--- src/rtl/lcd_cfah_pkg.sv ---
// Shared types and constants for the CFAH1602 LCD bus responder:
// FSM states, instruction decode constants and address arithmetic.
package lcd_cfah_pkg;

   localparam int C_ADDR_W = 7;

   localparam logic [7:0] C_INSTR_CLEAR      = 8'h01;
   localparam logic [7:0] C_INSTR_HOME       = 8'h02;
   localparam logic [7:0] C_INSTR_HOME_MASK  = 8'hFE;
   localparam logic [7:0] C_INSTR_ENTRY      = 8'h04;
   localparam logic [7:0] C_INSTR_ENTRY_MASK = 8'hFC;
   localparam int         C_INSTR_SET_DDRAM_BIT = 7;

   typedef enum logic [1:0] {
      S_IDLE  = 2'd0,
      S_READ  = 2'd1,
      S_WRITE = 2'd2
   } state_t;

   // The address counter wraps modulo 128 in both directions.
   function automatic logic [C_ADDR_W-1:0] addr_step(input logic [C_ADDR_W-1:0] addr,
                                                     input logic inc);
      if (inc) begin
         addr_step = addr + 7'd1;
      end else begin
         addr_step = addr - 7'd1;
      end
   endfunction

endpackage

--- src/rtl/lcd_cfah_bus_sync.sv ---
// Synchronizer for the asynchronous LCD bus pins {rs, rw, en, data} with
// registered EN rise/fall pulses aligned to the matching rs/rw/data sample.
module lcd_cfah_bus_sync #(
   parameter int G_SYNC_STAGES = 2
) (
   input  logic       clk,
   input  logic       rst,
   input  logic       rs,
   input  logic       rw,
   input  logic       en,
   input  logic [7:0] data,
   output logic       rs_q,
   output logic       rw_q,
   output logic [7:0] data_q,
   output logic       en_rise,
   output logic       en_fall
);

   logic [G_SYNC_STAGES-1:0][10:0] stage_r;
   logic [10:0] last_s;
   logic        en_prev_r;
   logic        rise_r;
   logic        fall_r;
   logic        rs_r;
   logic        rw_r;
   logic [7:0]  data_r;

   assign last_s = stage_r[G_SYNC_STAGES-1];

   // Synchronizer chain followed by the edge detector on the last stage.
   always_ff @(posedge clk) begin
      if (rst) begin
         stage_r   <= '0;
         en_prev_r <= 1'b0;
         rise_r    <= 1'b0;
         fall_r    <= 1'b0;
         rs_r      <= 1'b0;
         rw_r      <= 1'b0;
         data_r    <= 8'h00;
      end else begin
         stage_r   <= {stage_r[G_SYNC_STAGES-2:0], {rs, rw, en, data}};
         en_prev_r <= last_s[8];
         rise_r    <= last_s[8] & ~en_prev_r;
         fall_r    <= ~last_s[8] & en_prev_r;
         rs_r      <= last_s[10];
         rw_r      <= last_s[9];
         data_r    <= last_s[7:0];
      end
   end

   assign rs_q    = rs_r;
   assign rw_q    = rw_r;
   assign data_q  = data_r;
   assign en_rise = rise_r;
   assign en_fall = fall_r;

endmodule

--- src/rtl/lcd_cfah_responder.sv ---
// Device-side responder for the CFAH1602 parallel LCD bus with busy-time model.
// Optional: define LCD_CFAH_RESP_BUSY_CHECK_EN to flag writes received while busy on o_err.
module lcd_cfah_responder
   import lcd_cfah_pkg::*;
#(
   parameter int G_BUSY_CYCLES       = 2000,
   parameter int G_CLEAR_BUSY_CYCLES = 76000,
   parameter int G_SYNC_STAGES       = 2
) (
   input  logic                clk,
   input  logic                rst,
   input  logic                i_rs,
   input  logic                i_rw,
   input  logic                i_en,
   input  logic [7:0]          i_data,
   output logic [7:0]          o_data,
   output logic                o_data_oe,
   output logic [7:0]          o_instr,
   output logic                o_instr_val,
   output logic [7:0]          o_wdata,
   output logic                o_wdata_val,
   input  logic [7:0]          i_rdata,
   output logic                o_rdata_req,
   output logic [C_ADDR_W-1:0] o_addr,
   output logic                o_busy,
   output logic                o_err
);

   localparam int C_CNT_MAX = (G_CLEAR_BUSY_CYCLES > G_BUSY_CYCLES) ? G_CLEAR_BUSY_CYCLES
                                                                    : G_BUSY_CYCLES;
   localparam int C_CNT_W = $clog2(C_CNT_MAX + 1);
   localparam logic [C_CNT_W-1:0] C_LOAD_BUSY  = C_CNT_W'(G_BUSY_CYCLES);
   localparam logic [C_CNT_W-1:0] C_LOAD_CLEAR = C_CNT_W'(G_CLEAR_BUSY_CYCLES);
   localparam logic [C_CNT_W-1:0] C_CNT_ONE    = C_CNT_W'(1);

   logic               rs_s;
   logic               rw_s;
   logic [7:0]         data_s;
   logic               en_rise_s;
   logic               en_fall_s;

   state_t             state_r;
   logic [7:0]         data_r;
   logic               data_oe_r;
   logic [7:0]         instr_r;
   logic               instr_val_r;
   logic [7:0]         wdata_r;
   logic               wdata_val_r;
   logic               rdata_req_r;
   logic [C_ADDR_W-1:0] addr_r;
   logic               id_r;
   logic               busy_r;
   logic [C_CNT_W-1:0] busy_cnt_r;
   logic               read_rs_r;
   logic               wr_rs_r;
   logic [7:0]         wr_data_r;
   logic [C_CNT_W-1:0] busy_load_s;

   lcd_cfah_bus_sync #(
      .G_SYNC_STAGES(G_SYNC_STAGES)
   ) u_bus_sync (
      .clk     (clk),
      .rst     (rst),
      .rs      (i_rs),
      .rw      (i_rw),
      .en      (i_en),
      .data    (i_data),
      .rs_q    (rs_s),
      .rw_q    (rw_s),
      .data_q  (data_s),
      .en_rise (en_rise_s),
      .en_fall (en_fall_s)
   );

   // Busy reload value for the pending write: Clear and Home use the long delay.
   always_comb begin
      busy_load_s = C_LOAD_BUSY;
      if (!wr_rs_r && ((wr_data_r == C_INSTR_CLEAR) ||
                       ((wr_data_r & C_INSTR_HOME_MASK) == C_INSTR_HOME))) begin
         busy_load_s = C_LOAD_CLEAR;
      end else begin
         busy_load_s = C_LOAD_BUSY;
      end
   end

   // Bus FSM, register model and busy counter.
   always_ff @(posedge clk) begin
      if (rst) begin
         state_r     <= S_IDLE;
         data_r      <= 8'h00;
         data_oe_r   <= 1'b0;
         instr_r     <= 8'h00;
         instr_val_r <= 1'b0;
         wdata_r     <= 8'h00;
         wdata_val_r <= 1'b0;
         rdata_req_r <= 1'b0;
         addr_r      <= 7'h00;
         id_r        <= 1'b1;
         busy_r      <= 1'b0;
         busy_cnt_r  <= '0;
         read_rs_r   <= 1'b0;
         wr_rs_r     <= 1'b0;
         wr_data_r   <= 8'h00;
      end else begin
         instr_val_r <= 1'b0;
         wdata_val_r <= 1'b0;
         rdata_req_r <= 1'b0;
         if (busy_cnt_r != '0) begin
            busy_cnt_r <= busy_cnt_r - C_CNT_ONE;
            busy_r     <= (busy_cnt_r != C_CNT_ONE);
         end else begin
            busy_r     <= 1'b0;
         end

         case (state_r)
            S_IDLE: begin
               if (en_rise_s && rw_s) begin
                  state_r   <= S_READ;
                  data_oe_r <= 1'b1;
                  read_rs_r <= rs_s;
                  if (rs_s) begin
                     data_r      <= i_rdata;
                     rdata_req_r <= 1'b1;
                  end else begin
                     data_r <= {busy_r, addr_r};
                  end
               end else if (en_fall_s && !rw_s) begin
                  state_r   <= S_WRITE;
                  wr_rs_r   <= rs_s;
                  wr_data_r <= data_s;
               end else begin
                  state_r <= S_IDLE;
               end
            end
            S_READ: begin
               if (en_fall_s) begin
                  state_r   <= S_IDLE;
                  data_oe_r <= 1'b0;
                  if (read_rs_r) begin
                     addr_r <= addr_step(addr_r, id_r);
                  end
               end
            end
            S_WRITE: begin
               state_r    <= S_IDLE;
               busy_cnt_r <= busy_load_s;
               busy_r     <= (busy_load_s != '0);
               if (wr_rs_r) begin
                  wdata_r     <= wr_data_r;
                  wdata_val_r <= 1'b1;
                  addr_r      <= addr_step(addr_r, id_r);
               end else begin
                  instr_r     <= wr_data_r;
                  instr_val_r <= 1'b1;
                  if (wr_data_r == C_INSTR_CLEAR) begin
                     addr_r <= 7'h00;
                     id_r   <= 1'b1;
                  end else if ((wr_data_r & C_INSTR_HOME_MASK) == C_INSTR_HOME) begin
                     addr_r <= 7'h00;
                  end else if ((wr_data_r & C_INSTR_ENTRY_MASK) == C_INSTR_ENTRY) begin
                     id_r <= wr_data_r[1];
                  end else if (wr_data_r[C_INSTR_SET_DDRAM_BIT]) begin
                     addr_r <= wr_data_r[C_ADDR_W-1:0];
                  end
               end
            end
            default: begin
               state_r <= S_IDLE;
            end
         endcase
      end
   end

`ifdef LCD_CFAH_RESP_BUSY_CHECK_EN
   logic err_r;

   // Flag a write that lands while the controller is still busy.
   always_ff @(posedge clk) begin
      if (rst) begin
         err_r <= 1'b0;
      end else begin
         err_r <= (state_r == S_WRITE) && busy_r;
      end
   end

   assign o_err = err_r;
`else
   assign o_err = 1'b0;
`endif

   assign o_data      = data_r;
   assign o_data_oe   = data_oe_r;
   assign o_instr     = instr_r;
   assign o_instr_val = instr_val_r;
   assign o_wdata     = wdata_r;
   assign o_wdata_val = wdata_val_r;
   assign o_rdata_req = rdata_req_r;
   assign o_addr      = addr_r;
   assign o_busy      = busy_r;

endmodule

--- config.mk ---
export PLATFORM = sky130hd
export DESIGN_NAME = lcd_cfah_responder
export DESIGN_NICKNAME = d
export VERILOG_FILES = /design/src/rtl/lcd_cfah_pkg.sv /design/src/rtl/lcd_cfah_bus_sync.sv /design/src/rtl/lcd_cfah_responder.sv
export SDC_FILE = /design/constraint.sdc
export NUM_CORES = 1
export LEC_CHECK = 0
export CORE_ASPECT_RATIO = 0.5
export CORE_MARGIN = 1.5
export CORE_UTILIZATION = 35
export CTS_CLUSTER_SIZE = 24
export DETAILED_ROUTE_END_ITERATION = 12
export SLEW_MARGIN = 20
export SYNTH_ARGS = -nofsm -noshare
export SYNTH_HDL_FRONTEND = slang
export SYNTH_SLANG_ARGS = --single-unit
--- constraint.sdc ---
create_clock -name clk -period 2.91 [get_ports clk]
set_input_delay 0.291 -clock clk [delete_from_list [all_inputs] [get_ports clk]]
set_output_delay 0.291 -clock clk [all_outputs]
set_load 0.02 [all_outputs]
==> metrics.md, run 1 <==
| Metric | Value |
|---|---|
| Mapped Cells | `between 400 and 500` |
| Rel. slew slack | `0.5407` |
| Core area | `0.01095 mm2` |
| Yosys top cell by area | `dfxtp_1` |
| Clock root buffer | `clkbuf_16` |
| Synth unique cells | `44` |
| Largest net degree at the start of global routing | `32` |
| Max frequency | `0.4281 GHz` |
| Die Footprint | `0.01185 mm2` |
| WP data required | `3.12 ns` |
| TritonCTS Sinks | `101` |
| Buf/Inv on CP | `1` |
| Pwr Density | `around 700 mW/mm2` |
| CP most frequent cell | `nand3_1` |
| N_diodes | `0` |
| Status | `completed` |
| Starting DRC count in detailed routing | `150` |
| H-tree levels | `3` |
| Levels on crit path | `7` |
| Critical path's top delay family | `simple AND/OR/NAND/NOR gates` |
| Initial antenna violation count | `0` |
| IO Port Bufs | `56` |
| Nature of the critical path endpoint | `register` |
| Vias/cell | `around 4.7` |
| Routed vias | `2971` |
| P_leak | `between 1.5 and 2 nW` |
| Die H | `77.73 um` |
| Setup CP Type | `reg2reg` |
| Startpoint types | `register` |
| CTS resizes | `0` |
| Hold-fix buffer count after cts | `0` |
| YS warnings | `0` |
| Pins over their slew limit | `0` |
| DRC viols | `0` |
| Slowest cell on the critical path | `or4_2` |
| Worst VDD drop | `284.3 uV` |
| Mean instance size in the synthesized netlist | `9.154 um2` |
| Synth Register Bits | `101` |
| Worst reg2reg path endpoint | `busy_cnt_r[16]` |
| Tmin final | `2.336 ns` |
| Final ANT Viol Nets | `0` |
| Num CTS Buffers | `9` |
| Crit path setup slack, layout | `0.5738 ns` |
| Number of global-route vias before repair | `2729` |
| # Max-Cap Violations | `0` |
| Die width | `approximately 150 um` |
| Core Util, Final | `0.4471` |
| Starting Density | `0.3571` |
| Clock-pin slew on the worst setup and hold paths | `0.07 ns` |
| WL per Instance | `12.60 um` |
| Net Count, Synth | `456` |
| Reg-to-reg setup timing slack | `between 0.5 and 0.6 ns` |
| Final wirelength | `7913 um` |
| First-pass GRT wire length | `~14000 um` |
| Worst-Margin Slew | `0.6827 ns` |
| Later-pin clock latency in the skew report | `0.34 ns` |
| RSZ-0062 raised after global routing | `false` |
| Worst path cell trace | `inv_1, ha_1, nor3b_1, nand3_1, or4_2, nand3_1, a21oi_1` |
| TritonCTS clock tree | `yes` |
| Row count | `27` |
| CP Max Fanout | `10` |
| CP endpoint | `busy_cnt_r[16]` |
| GPL Wtd Cong | `about 0.85` |
| HPWL after DPL | `5484 um` |
| Period utilisation layout | `0.8028` |
| Share of the synthesized area in the top cell type | `0.5173` |
| Hold Crit Class | `reg2reg` |
| Seq/Total Area, Yosys | `0.5173` |
| Place WS | `between 0.5 and 0.6 ns` |
| Setup_tns | `0 ns` |
| Worst-case reg-to-reg path depth | `7` |
| Clock Skew | `0.006121 ns` |
| Grt total ovfl | `0` |
| CP startpoint | `busy_cnt_r[0]` |
| Number of setup violations in the final report | `0` |
| Area growth, synth to finish | `25.19%` |
| Fin. Hold Viols | `0` |
| Clock Path Buffers | `2` |
| Post-Syn Area | `0.003909 mm2` |
| Max incr delay on CP | `0.62 ns` |
| Synth area leaders | `dfxtp_1 52%, nor2b_1 5.6%, a21oi_1 5.1%, nor2_1 4.7%, nand2_1 4.6%` |
| Reg-to-reg startpoint | `busy_cnt_r[0]` |
| DR pass1 iterations | `4` |
| Worst EP arrival | `2.54 ns` |
| Total GRT Usage | `0.1410` |
| Layout cells sized above 1 | `0.06418` |
| Layout Nets | `507` |
| Setup bufs post-CTS | `0` |
| I/O pin total | `58` |
## worst min-delay path by stage
stage / depth (start not counted) / start / slack (ns) / end
6_report: 1 / u_bus_sync.en_prev_r / 0.40 / u_bus_sync.en_rise
5_1_grt: 1 / u_bus_sync.en_prev_r / 0.42 / u_bus_sync.en_rise
4_1_cts: 1 / u_bus_sync.en_prev_r / 0.40 / u_bus_sync.en_rise
3_5_place_dp: 1 / u_bus_sync.en_prev_r / 0.39 / u_bus_sync.en_rise
3_3_place_gp: 1 / u_bus_sync.en_prev_r / 0.39 / u_bus_sync.en_rise
2_1_floorplan: 1 / u_bus_sync.en_prev_r / 0.38 / u_bus_sync.en_rise
## worst reg2reg max path, delay by kind of cell, from the launching register on
family	cells	cell delay (ns)
AND/OR/NAND/NOR	4	1.54
AO/OA/AOI/OAI	1	0.07
adder cells (fa/ha/maj)	1	0.17
flip-flops	1	0.35
buffers and inverters	1	0.07
## cell families (layout without fill, tap and decap cells)
group | after synthesis | in the layout | synth area share
multiplexers | 15 | 15 | 0.03841
flip-flops | 101 | 101 | 0.5173
buffers and inverters | 28 | 84 | 0.03041
adder cells (fa/ha/maj) | 8 | 8 | 0.02753
AO/OA/AOI/OAI | 76 | 76 | 0.1181
other | 1 | 1 | 0.0009594
XOR/XNOR | 17 | 17 | 0.03809
AND/OR/NAND/NOR | 181 | 181 | 0.2292
## power breakdown
| part | internal, mW | total, mW | switching [mW] |
|---|---|---|---|
| clock | 0.601 | 1.15 | 0.552 |
| combinational | 0.345 | 0.732 | 0.387 |
| sequential | 1.49 | 1.59 | 0.105 |
| total | 2.43 | 3.48 | 1.04 |
## per-layer routing
| metal | track usage | share of wire |
|---|---|---|
| met1 | 0.1930 | 0.52 |
| met2 | 0.2163 | 0.43 |
| met3 | 0.04469 | 0.044 |
| met4 | 0.03365 | 0.011 |
| met5 | 0 | 0 |
## cells in the final DEF (no fill, tap or decap), types with 8 or more instances in the layout
master and n:
dfxtp_1 101, nand2_1 48, nor2_1 49, mux2i_1 15, nor3_1 12, a211oi_1 10, nor2b_1 35, a21oi_1 40
clkbuf_16 9, xnor2_1 10, o21ai_0 8, clkdlybuf4s50_1 55
## cell type report
| cell class | count | area [um2] |
|---|---|---|
| inverters | 5 | 18.77 |
| clock inverters | 7 | 65.06 |
| fillers | 1045 | 6052 |
| flip-flops and latches | 101 | 2022 |
| well taps | 145 | 181.4 |
| multi-input cells | 298 | 1773 |
| clock buffers | 9 | 225.2 |
| repair buffers | 63 | 608.1 |
## flip-flops by register name (all words and copies together) (netlist names), 2 cells and up
signal / flops
u_bus_sync.stage_r: 11
o_data: 8
o_instr: 8
wr_data_r: 8
u_bus_sync.last_s: 11
o_wdata: 8
busy_cnt_r: 17
o_addr: 7
u_bus_sync.data_q: 8
state_r: 2
## cell usage after synthesis
| master | n |
|---|---|
| a211o_1 | 1 |
| a211oi_1 | 10 |
| a211oi_2 | 1 |
| a21o_1 | 4 |
| a21oi_1 | 40 |
| a21oi_2 | 1 |
| a221oi_1 | 1 |
| a311oi_1 | 4 |
| a31oi_1 | 3 |
| and3_1 | 1 |
| and3b_1 | 1 |
| buf_1 | 2 |
| buf_2 | 2 |
| buf_4 | 1 |
| buf_6 | 1 |
| clkbuf_1 | 17 |
| conb_1 | 1 |
| dfxtp_1 | 101 |
| fa_1 | 1 |
| ha_1 | 7 |
| inv_1 | 5 |
| mux2i_1 | 15 |
| nand2_1 | 48 |
| nand2b_1 | 5 |
| nand3_1 | 5 |
| nand3b_1 | 2 |
| nor2_1 | 49 |
| nor2b_1 | 35 |
| nor3_1 | 13 |
| nor3b_1 | 3 |
| nor4_1 | 6 |
| o211ai_1 | 1 |
| o21a_1 | 1 |
| o21ai_0 | 8 |
| o311ai_0 | 1 |
| or2_1 | 1 |
| or2_2 | 1 |
| or3_1 | 2 |
| or3b_1 | 2 |
| or4_1 | 4 |
| or4_2 | 2 |
| or4_4 | 1 |
| xnor2_1 | 10 |
| xor2_1 | 7 |
## metrics by stage
| step | cells | total power, mW | instance area, um2 | hold slack, ns |
|---|---|---|---|---|
| floorplan | 427 | 2.208 | 3909 | 0.3835 |
| global placement | 612 | 2.340 | 4603 | 0.3909 |
| detailed placement | 612 | 2.345 | 4603 | 0.3935 |
| CTS | 628 | 3.514 | 4893 | 0.4046 |
| global route | 628 | 3.696 | 4893 | 0.4151 |
| finish | 628 | 3.478 | 4893 | 0.4026 |
Power figures use the tool's default switching activity.
==> run 2, diff against run 1 <==
==> constraint.sdc (replaced) <==
create_clock -name clk -period 2.3 [get_ports clk]
set_input_delay 0.23 -clock clk [delete_from_list [all_inputs] [get_ports clk]]
set_output_delay 0.23 -clock clk [all_outputs]
set_load 0.02 [all_outputs]
==> metrics.md, run 2 (synthesis gave the netlist of run 1 again) <==
| Metric | Value |
|---|---|
| M3 GR Usage | `0.03687` |
| Nature of the critical path endpoint | `register` |
| Pwr Density | `between 900 and 1000 mW/mm2` |
| Number of setup violations in the final report | `0` |
| Fin. Hold Viols | `0` |
| TritonCTS clock tree | `yes` |
| First-pass GRT wire length | `about 13000 um` |
| Pins over their slew limit | `0` |
| CTS resizes | `0` |
| Largest Register | `busy_cnt_r` |
| Setup bufs post-CTS | `0` |
| Worst reg2reg path endpoint | `busy_cnt_r[0]` |
| Buf/Inv on CP | `0` |
| HPWL after DPL | `between 5000 and 6000 um` |
| WP data required | `2.52 ns` |
| H-tree levels | `3` |
| Tmin final | `about 2.2 ns` |
| Clock-pin slew on the worst setup and hold paths | `0.07 ns` |
| GPL Wtd Cong | `roughly 0.79` |
| Hold Crit Class | `in2reg` |
| Grt total ovfl | `0` |
| Worst path cell trace | `or4_4, or4_1, or2_1, xnor2_1, nor2_1` |
| N_diodes | `0` |
| Num CTS Buffers | `9` |
| RSZ-0062 raised after global routing | `false` |
| DR pass1 iterations | `4` |
| CP startpoint | `busy_cnt_r[11]` |
| Final ANT Viol Nets | `0` |
| Hold endpoint | `u_bus_sync.last_s[10]` |
| DRC viols | `0` |
| Most frequent cells in the layout | `101 x dfxtp_1, 55 x clkdlybuf4s50_1, 49 x nor2_1, 48 x nand2_1, 40 x a21oi_1` |
| Clock Skew | `between 0.007 and 0.008 ns` |
| Global Route met1 Usage | `0.1807` |
| # Max-Cap Violations | `0` |
| Row count | `27` |
| Setup CP Type | `reg2reg` |
| Most common cell after layout, fill and taps aside | `dfxtp_1` |
| Clock Path Buffers | `2` |
| Worst-Margin Slew | `0.6451 ns` |
| Met2 Use GR | `0.2244` |
| Setup_tns | `0 ns` |
| Number of global-route vias before repair | `2824` |
| Starting Density | `0.3571` |
| Max frequency | `~0.46 GHz` |
| Area growth, synth to finish | `27.78%` |
| Vias/cell | `roughly 4.7` |
| Later-pin clock latency in the skew report | `0.34 ns` |
| IO Port Bufs | `56` |
| CP Max Fanout | `7` |
| Worst VDD drop | `392.4 uV` |
| TritonCTS Sinks | `101` |
| I/O pin total | `just under 60` |
| Min-Delay Startpoint | `rst` |
| Rel. slew slack | `0.5676` |
| Routed vias | `3017` |
| Critical path's top delay family | `simple AND/OR/NAND/NOR gates` |
| Layout Nets | `517` |
| Status | `completed` |
| Top Usage Layer GRT | `met2` |
| Reg-to-reg startpoint | `busy_cnt_r[11]` |
| Worst EP arrival | `2.38 ns` |
| Hold-fix buffer count after cts | `0` |
| Starting DRC count in detailed routing | `130` |
| Initial antenna violation count | `0` |
| WL per Instance | `~12 um` |
| Reg-to-reg setup timing slack | `roughly 0.14 ns` |
| Slowest cell on the critical path | `or4_4` |
| Max incr delay on CP | `0.55 ns` |
| Hold depth | `2` |
| Finished Cell Area | `0.004995 mm2` |
| Worst-case reg-to-reg path depth | `5` |
| Largest register FFs | `17` |
| Layout cells sized above 1 | `0.08316` |
| Die width | `152.5 um` |
| P_leak | `1.893 nW` |
| Largest net degree at the start of global routing | `38` |
| Clock root buffer | `clkbuf_16` |
| Die H | `roughly 80 um` |
| Final wirelength | `about 7900 um` |
| Startpoint types | `register` |
| Core area | `0.01095 mm2` |
| Placed standard-cell area | `0.004691 mm2` |
| Total GRT Usage | `0.1394` |
| Period utilisation layout | `0.9399` |
| Die Footprint | `0.01185 mm2` |
-- run 2: worst register-to-register path: stages (launching register included) --
cell and delay (ns):
dfxtp_1 0.36, or4_4 0.55, or4_1 0.53, or2_1 0.39
xnor2_1 0.18, nor2_1 0.05
-- run 2: power by group --
group / internal (mW) / total (mW) / switching, mW
combinational: 0.524 / 1.04 / 0.514
sequential: 1.88 / 2.01 / 0.131
clock: 0.856 / 1.53 / 0.673
total: 3.26 / 4.58 / 1.32
-- run 2: routing by layer --
metal	vias to the layer above	wire, um
met5	-	0
met4	0	63
met3	4	269
met2	46	3514
met1	1395	4075
li1	1572	-
-- run 2: how the worst max path moves through the flow --
| stage | to | cells after the start |
|---|---|---|
| 2_1_floorplan | busy_cnt_r[0] | 7 |
| 3_3_place_gp | busy_cnt_r[0] | 5 |
| 3_5_place_dp | busy_cnt_r[0] | 5 |
| 4_1_cts | busy_cnt_r[0] | 5 |
| 5_1_grt | busy_cnt_r[0] | 5 |
| 6_report | busy_cnt_r[0] | 5 |
-- run 2: stage by stage --
stage               hold WS, ns  setup WS [ns]  std cells  total power [mW]    util
global placement         0.3883         0.1714        622             3.071  0.4286
finish                   0.3250         0.1382        638             4.580  0.4563
CTS                      0.3217         0.1342        638             4.626  0.4563
detailed placement       0.3963         0.1428        622             3.079  0.4286
floorplan                0.3582         0.2526        427             2.793       -
global route             0.3543        0.03403        638             4.842  0.4563
-- run 2: area by class of cell --
cell class              instances  area [um2]
inverters                       5       18.77
fillers                      1067        5951
flip-flops and latches        101        2022
well taps                     145       181.4
clock buffers                   9       225.2
repair buffers                 73       695.7
multi-input cells             298        1773
clock inverters                 7       78.83
